--- config.mk ---
export PLATFORM = sky130hd
export DESIGN_NAME = sm_phase_sequencer
export DESIGN_NICKNAME = d
export VERILOG_FILES = /design/src/rtl/sm_phase_sequencer.sv
export SDC_FILE = /design/constraint.sdc
export NUM_CORES = 1
export LEC_CHECK = 0
export ABC_AREA = 1
export CAP_MARGIN = 15
export CORE_UTILIZATION = 40
export CTS_BUF_LIST = sky130_fd_sc_hd__clkbuf_8
export CTS_CLUSTER_DIAMETER = 150
export DETAILED_ROUTE_END_ITERATION = 8
export SYNTH_ARGS = -nofsm -noshare
export SYNTH_HDL_FRONTEND = slang
export SYNTH_SLANG_ARGS = --single-unit
export TNS_END_PERCENT = 30
--- constraint.sdc ---
create_clock -name clk -period 4.2 [get_ports clk]
set_input_delay 0.84 -clock clk [delete_from_list [all_inputs] [get_ports clk]]
set_output_delay 0.84 -clock clk [all_outputs]
set_load 0.005 [all_outputs]
--- src/rtl/sm_phase_sequencer.sv ---
// sm_phase_sequencer: turns step pulses into coil phases, tracks position, aborts on stop/limits.
// Optional SM_IDLE_RELEASE_EN de-energises the coils after RELEASE_CYCLES idle cycles.
module sm_phase_sequencer #(
    parameter int CNT_W = 16,
    parameter int POS_W = 32
`ifdef SM_IDLE_RELEASE_EN
    , parameter int RELEASE_CYCLES = 50_000_000
`endif
) (
    input  logic             clk,
    input  logic             rst,
    input  logic             step_in,
    input  logic             cmd_valid,
    output logic             cmd_ready,
    input  logic [CNT_W-1:0] cmd_steps,
    input  logic             cmd_dir,
    input  logic             half_step,
    input  logic             stop,
    input  logic             lim_fwd,
    input  logic             lim_rev,
    output logic             drv_enable_SM,
    output logic [3:0]       phase,
    output logic [POS_W-1:0] position,
    output logic [CNT_W-1:0] steps_left,
    output logic             busy,
    output logic             done,
    output logic             aborted
);
    typedef enum logic [1:0] {IDLE, RUN, DONE} state_t;
    localparam logic [3:0] PHASES [8] = '{4'b0001, 4'b0011, 4'b0010, 4'b0110,
                                          4'b0100, 4'b1100, 4'b1000, 4'b1001};
    state_t state, state_n;
    logic [2:0] idx, idx_n, inc;
    logic dir, dir_n, half, half_n, ab, ab_n;
    logic [POS_W-1:0] pos_n;
    logic [CNT_W-1:0] left_n;
    logic step_q;
    logic [1:0] fwd_sync, rev_sync;
    logic accept, rise, abort;
    assign cmd_ready = state == IDLE;
    assign accept = cmd_valid & cmd_ready;
    assign rise = step_in & ~step_q;
    assign abort = stop | (dir & fwd_sync[1]) | (~dir & rev_sync[1]);
    assign inc = half ? 3'd1 : 3'd2;
    assign drv_enable_SM = state == RUN;
    assign busy = state != IDLE;
    assign done = state == DONE;
    assign aborted = done & ab;
    always_ff @(posedge clk) begin
        if (rst) begin
            state      <= IDLE;
            idx        <= '0;
            dir        <= 1'b0;
            half       <= 1'b0;
            ab         <= 1'b0;
            position   <= '0;
            steps_left <= '0;
            step_q     <= 1'b0;
            fwd_sync   <= '0;
            rev_sync   <= '0;
        end else begin
            state      <= state_n;
            idx        <= idx_n;
            dir        <= dir_n;
            half       <= half_n;
            ab         <= ab_n;
            position   <= pos_n;
            steps_left <= left_n;
            step_q     <= step_in;
            fwd_sync   <= {fwd_sync[0], lim_fwd};
            rev_sync   <= {rev_sync[0], lim_rev};
        end
    end
    always_comb begin
        state_n = state;
        idx_n   = idx;
        dir_n   = dir;
        half_n  = half;
        ab_n    = ab;
        pos_n   = position;
        left_n  = steps_left;
        case (state)
            IDLE: if (accept) begin
                state_n = cmd_steps == '0 ? DONE : RUN;
                left_n  = cmd_steps;
                dir_n   = cmd_dir;
                half_n  = half_step;
                ab_n    = 1'b0;
            end
            // an abort in the same cycle as a rise discards the step
            RUN: if (abort) begin
                state_n = DONE;
                ab_n    = 1'b1;
            end else if (rise) begin
                idx_n   = dir ? idx + inc : idx - inc;
                pos_n   = dir ? position + 1'b1 : position - 1'b1;
                left_n  = steps_left - 1'b1;
                state_n = steps_left == CNT_W'(1) ? DONE : RUN;
            end
            default: state_n = IDLE;
        endcase
    end
`ifdef SM_IDLE_RELEASE_EN
    logic [31:0] idle_cnt;
    always_ff @(posedge clk) begin
        if (rst || state != IDLE || accept)
            idle_cnt <= '0;
        else if (idle_cnt != 32'(RELEASE_CYCLES))
            idle_cnt <= idle_cnt + 1'b1;
    end
    assign phase = idle_cnt == 32'(RELEASE_CYCLES) ? 4'b0000 : PHASES[idx];
`else
    assign phase = PHASES[idx];
`endif
endmodule

=== After elaboration in Yosys (flattened, before gate mapping) ===
Memories as Yosys holds them, arrays and structs flattened.
Cells that the tools add are included.

* Bits in registers: 61
* Latch bits: 0
* RAM bits: 0
* ROM bits: 32
* Input bits: 25
* Output and inout bits: 57
* Memories kept: 1

{| class="wikitable"
|+ Memories
! memory !! depth !! width !! rd ports !! clocked after memory_dff !! write ports !! line !! source
|-
| (no name shown) || 8 || 4 || 1 || 0 || 0 || 113 || <nowiki>assign phase = PHASES[idx];</nowiki>
|}

* Add/subtract/negate cells: 5
* $mul: 0
* Divide/modulo/power cells: 0
* $lt $le $gt $ge: 1
* Equal/unequal tests: 8
* Shift operators: 0
* Muxes and demuxes: 18
* Bitwise gates (word level): 11
* Reductions and logical operators: 9

{| class="wikitable"
|+ Operator list
! kind !! number
|-
| $mux 16 || 3
|-
| $add 32x1->32 const B || 1
|-
| $mux 32 || 1
|-
| $pmux 16 s2 || 1
|-
| $sub 32x1->32 const B || 1
|-
| $eq 16x1->1 const B || 1
|-
| $logic_not 16->1 || 1
|-
| $sub 16x1->16 const B || 1
|-
| $mux 2 || 6
|-
| $mux 4 || 2
|-
| $ne 2x1->1 const B || 3
|-
| $reduce_and 3->1 || 2
|-
| $and 1x1->1 || 5
|-
| $ge 4x4->1 const B || 1
|-
| $not 3->4 || 1
|-
| $pmux 2 s2 || 1
|-
| $reduce_and 2->1 || 2
|-
| $reduce_and 4->1 || 1
|-
| $reduce_bool 2->1 || 2
|-
| $add 3x2->3 || 1
|-
| $mux 3 || 1
|-
| $ne 3x1->1 const B || 1
|-
| $not 1->1 || 3
|-
| $sub 3x2->3 || 1
|-
| 7 further kinds || 9
|}

=== Logic depth before layout (Yosys ltp) ===
* Word-level depth: 5
* Mapped depth: 14
* Depth with buffers taken out: 14

=== Least setup slack after synthesis ===
Ideal clock, no wire load.

* Path kind: flip-flop to flip-flop
* Start: register dir
* End: register position[23]
* Setup time: 109 ps
* Data arrival time: 1,866 ps
* Required time: 4,091 ps
* Slack: 2,225 ps
* Cell stages (with the launch flop): 14
* Buffers on the path: 0
* Clock period less this slack: 1,975 ps
* Cell sequence: dfxtp_1 > inv_2 > ha_1 > nand2_1 > nor2_1 > nand3_1 > nand2_1 > nand2_1 > nand2_2 > nand2_1 > nand3_1 > nand3_1 > nand2_1 > inv_1

* Longest elaborated chain between the ends: 5
* Elaborated cells on any way between the ends: 8
* Those cells by class: 1 x mux; 6 x bitwise; 1 x reduce/logical

{| class="wikitable"
|+ Ends and longest elaborated chain
! item !! line !! source
|-
| start, declared || 34 || <nowiki>logic dir, dir_n, half, half_n, ab, ab_n;</nowiki>
|-
| start signal, assigned || 64 || <nowiki>dir <= dir_n;</nowiki>
|-
| $and 1x1->1 / $not 1->1 (equally long branches) || 43 || <nowiki>assign abort = stop | (dir & fwd_sync[1]) | (~dir & rev_sync[1]);</nowiki>
|-
| $or 1x1->1 / $and 1x1->1 (equally long branches) || 43 ||
|-
| $or 1x1->1 || 43 ||
|-
| $not 1->1 (no source line) || n/a ||
|-
| $reduce_and 3->1 (no source line) || n/a ||
|-
| end signal, assigned || 67 || <nowiki>position <= pos_n;</nowiki>
|-
| end, declared || 23 || <nowiki>output logic [POS_W-1:0] position,</nowiki>
|}

Several ways; a longest one is shown, not always the timed one.
A chain may end at the register's enable or synchronous reset.

=== Worst setup path after layout ===
* Start: register state[0]
* End: output drv_enable_SM

* Longest elaborated chain between the ends: 1

{| class="wikitable"
|+ Ends and longest elaborated chain
! item !! line !! source
|-
| start, declared || 32 || <nowiki>state_t state, state_n;</nowiki>
|-
| start signal, assigned || 62 || <nowiki>state <= state_n;</nowiki>
|-
| $eq 2x1->1 || 45 || <nowiki>assign drv_enable_SM = state == RUN;</nowiki>
|-
| end, declared || 21 || <nowiki>output logic drv_enable_SM,</nowiki>
|}

Every way passes these cells.

==> results.ini <==
[clock_network]
cts_resized=0
cts_tree=done
path_clk_slew_ns=0.07
hold_buffers=0
cts_max_path_buffers=2
clk-insertion-delay-late_ns=0.37
cts.sinks=61
cts_setup_buffers=0
clockRootBuffer=clkbuf_8
h-tree-depth=3
cts_buffers=9

[finish]
fillers=1412
mostFrequentLayoutCells=nand2_1 (287), inv_1 (174), nor2_1 (88)
multi_input_area_um2=3309
diodes=0
final_cell_area_um2=6485
regArea_um2=1221
area_growth_pct=20.39
finish.utilization_pct=49.17
nets=1044
drive_gt1_share_pct=4.651
final_common_cell=nand2_1

[floorplanning]
die_h_um=118.0
num_rows=42
core_area_um2=13190
die_area_um2=13930
ios=82
die_w_um=118.0
initial_core_util_pct=40.84

[synth]
syn_inst=909
syn_nets=969
synthFlopType=dfxtp_1
synth_cell_types=48
seq_area_frac_synth_pct=22.67
synthesis.area_um2=5386
yosysWarnings=0
ys_async_sr_fraction_pct=0
synth_seq_cells=61
avgSynthCellArea_um2=5.926
synth_edf_count=0

[route]
drtIter0Drc=292
wire_per_inst_um=11.94
dr_total_vias=5478
drc=0
routed_wl_mm=13.91
ant_nets=0
via_per_inst=4.702
first_pass_iters=4

[critical_path]
crit_path_end_kind=output port
start_kind=register
cp_max_fo=24
critical_path_class=reg2out
critical_path_arrival_ns=2.00
critPathRequiredTime_ns=3.36

[pwr]
netSwitchingFraction_pct=42.14
ir_drop_mv=0.1913
power.leakage_nw=3.479
seqPwrFrac_pct=29.1
power.density_nw_per_um2=369.8
intPower_mw=1.387
clkPwrFrac_pct=23.3
p_sw_mw=1.011
combPwrFrac_pct=47.6

[global_routing]
grt_pass1_wl_mm=23.76
grt.overflow.total=0
grt_pass1_vias=5059
antenna_found_initial=0
grt_usage_pct=21.18
gr-usage-met2_pct=33.38
grt_max_degree=56
use_met3_pct=4.603
met1_usage_pct=28.64
top_usage_layer=met2

[job]
cap_violations=0

[placement]
hpwl_mm=10.77
port_buffers=81
placed_area_um2=6275
gp_congestion=0.8912

[sta]
min_period_ns=2.837
finalHoldViolCount=0
rsz0062_at_grt=no
max_freq_mhz=352.5
timing.final.setup_violations=0
tightest_slew_ns=0.6473
fin_setup_tns_ns=0
finalCritPeriodShare_pct=67.54
relSlewSlack_pct=56.80
fin_skew_ns=0.009322
slew_viol_final=0

[hold_path]
hold_class=reg2reg

[status]
status=complete, no violations

final cells by class:
| type | instances | area share [%] |
|---|---|---|
| clock inverters | 4 | 0.6946 |
| inverters | 182 | 10.77 |
| repair buffers | 83 | 12.73 |
| clock buffers | 12 | 2.547 |
| well taps | 176 | 3.396 |
| flip-flops and latches | 61 | 18.83 |
| multi-input cells | 647 | 51.03 |
power by group through the flow:
stage               combinational (mW)  clock [mW]  sequential [mW]
floorplan                        0.826           0            0.700
global placement                  1.13           0            0.713
detailed placement                1.14           0            0.709
CTS                               1.14       0.579            0.698
global route                      1.31       0.600            0.707
finish                            1.14       0.559            0.697
through the flow:
step	setup slack, ns	total power [mW]	hold slack (ns)	cells
after floorplan	2.225	1.526	0.3883	909
after global placement	1.450	1.846	0.3894	1149
after detailed placement	1.450	1.846	0.3921	1149
after CTS	1.340	2.419	0.4024	1165
after global routing	1.263	2.613	0.4159	1165
final	1.363	2.398	0.4002	1165
cell families after synthesis:
group                      count (synthesis)  synth area share [%]
adders and majority gates                 35                 8.409
xor gates and xnor gates                  17                 2.764
DFF                                       61                 22.67
buffers and inverters                    201                 15.89
AOI/OAI and AO/OA                        139                 15.17
and+or+nand+nor                          456                 35.10
synthesized netlist by cell type, types with 7 or more instances:
library cell  count  area (um^2)
nand3_1          51        255.2
xor2_1           10        87.58
nor2_1           88        330.3
o21a_1           18        135.1
xnor2_1           7        61.31
o21ai_0          27        135.1
nand2_1         287         1077
a21oi_1          55        275.3
inv_1           174        653.1
o21ai_1          14        70.07
ha_1             33        412.9
dfxtp_1          61         1221
state kept, by name (all words and copies together), names as in the netlist:
register,count
ab,1
state,2
steps_left,16
step_q,1
idx,3
position,32
dir,1
half,1
fwd_sync,2
rev_sync,2
worst paths after layout:
check / from / to / slack (ns) / depth (start not counted)
worst min register to register: rev_sync[0] / rev_sync[1] / 0.40 / 2
worst min-delay path: rev_sync[0] / rev_sync[1] / 0.40 / 2
worst max register to register: dir / position[27] / 1.62 / 11
worst max-delay path: state[0] / drv_enable_SM / 1.36 / 3
metal layers:
layer | routed length [um] | vias to the layer above | share of wire (%)
li1 | - | 2978 | -
met5 | 0 | - | 0
met3 | 523 | 14 | 3.8
met2 | 6039 | 82 | 43
met1 | 7157 | 2404 | 51
met4 | 191 | 0 | 1.4
critical path, stage by stage (launching register included):
cell,delay [ns]
dfxtp_1,0.44
nand2_4,0.21
inv_2,0.39
clkdlybuf4s50_1,0.58
(Power assumes the default switching activity.)
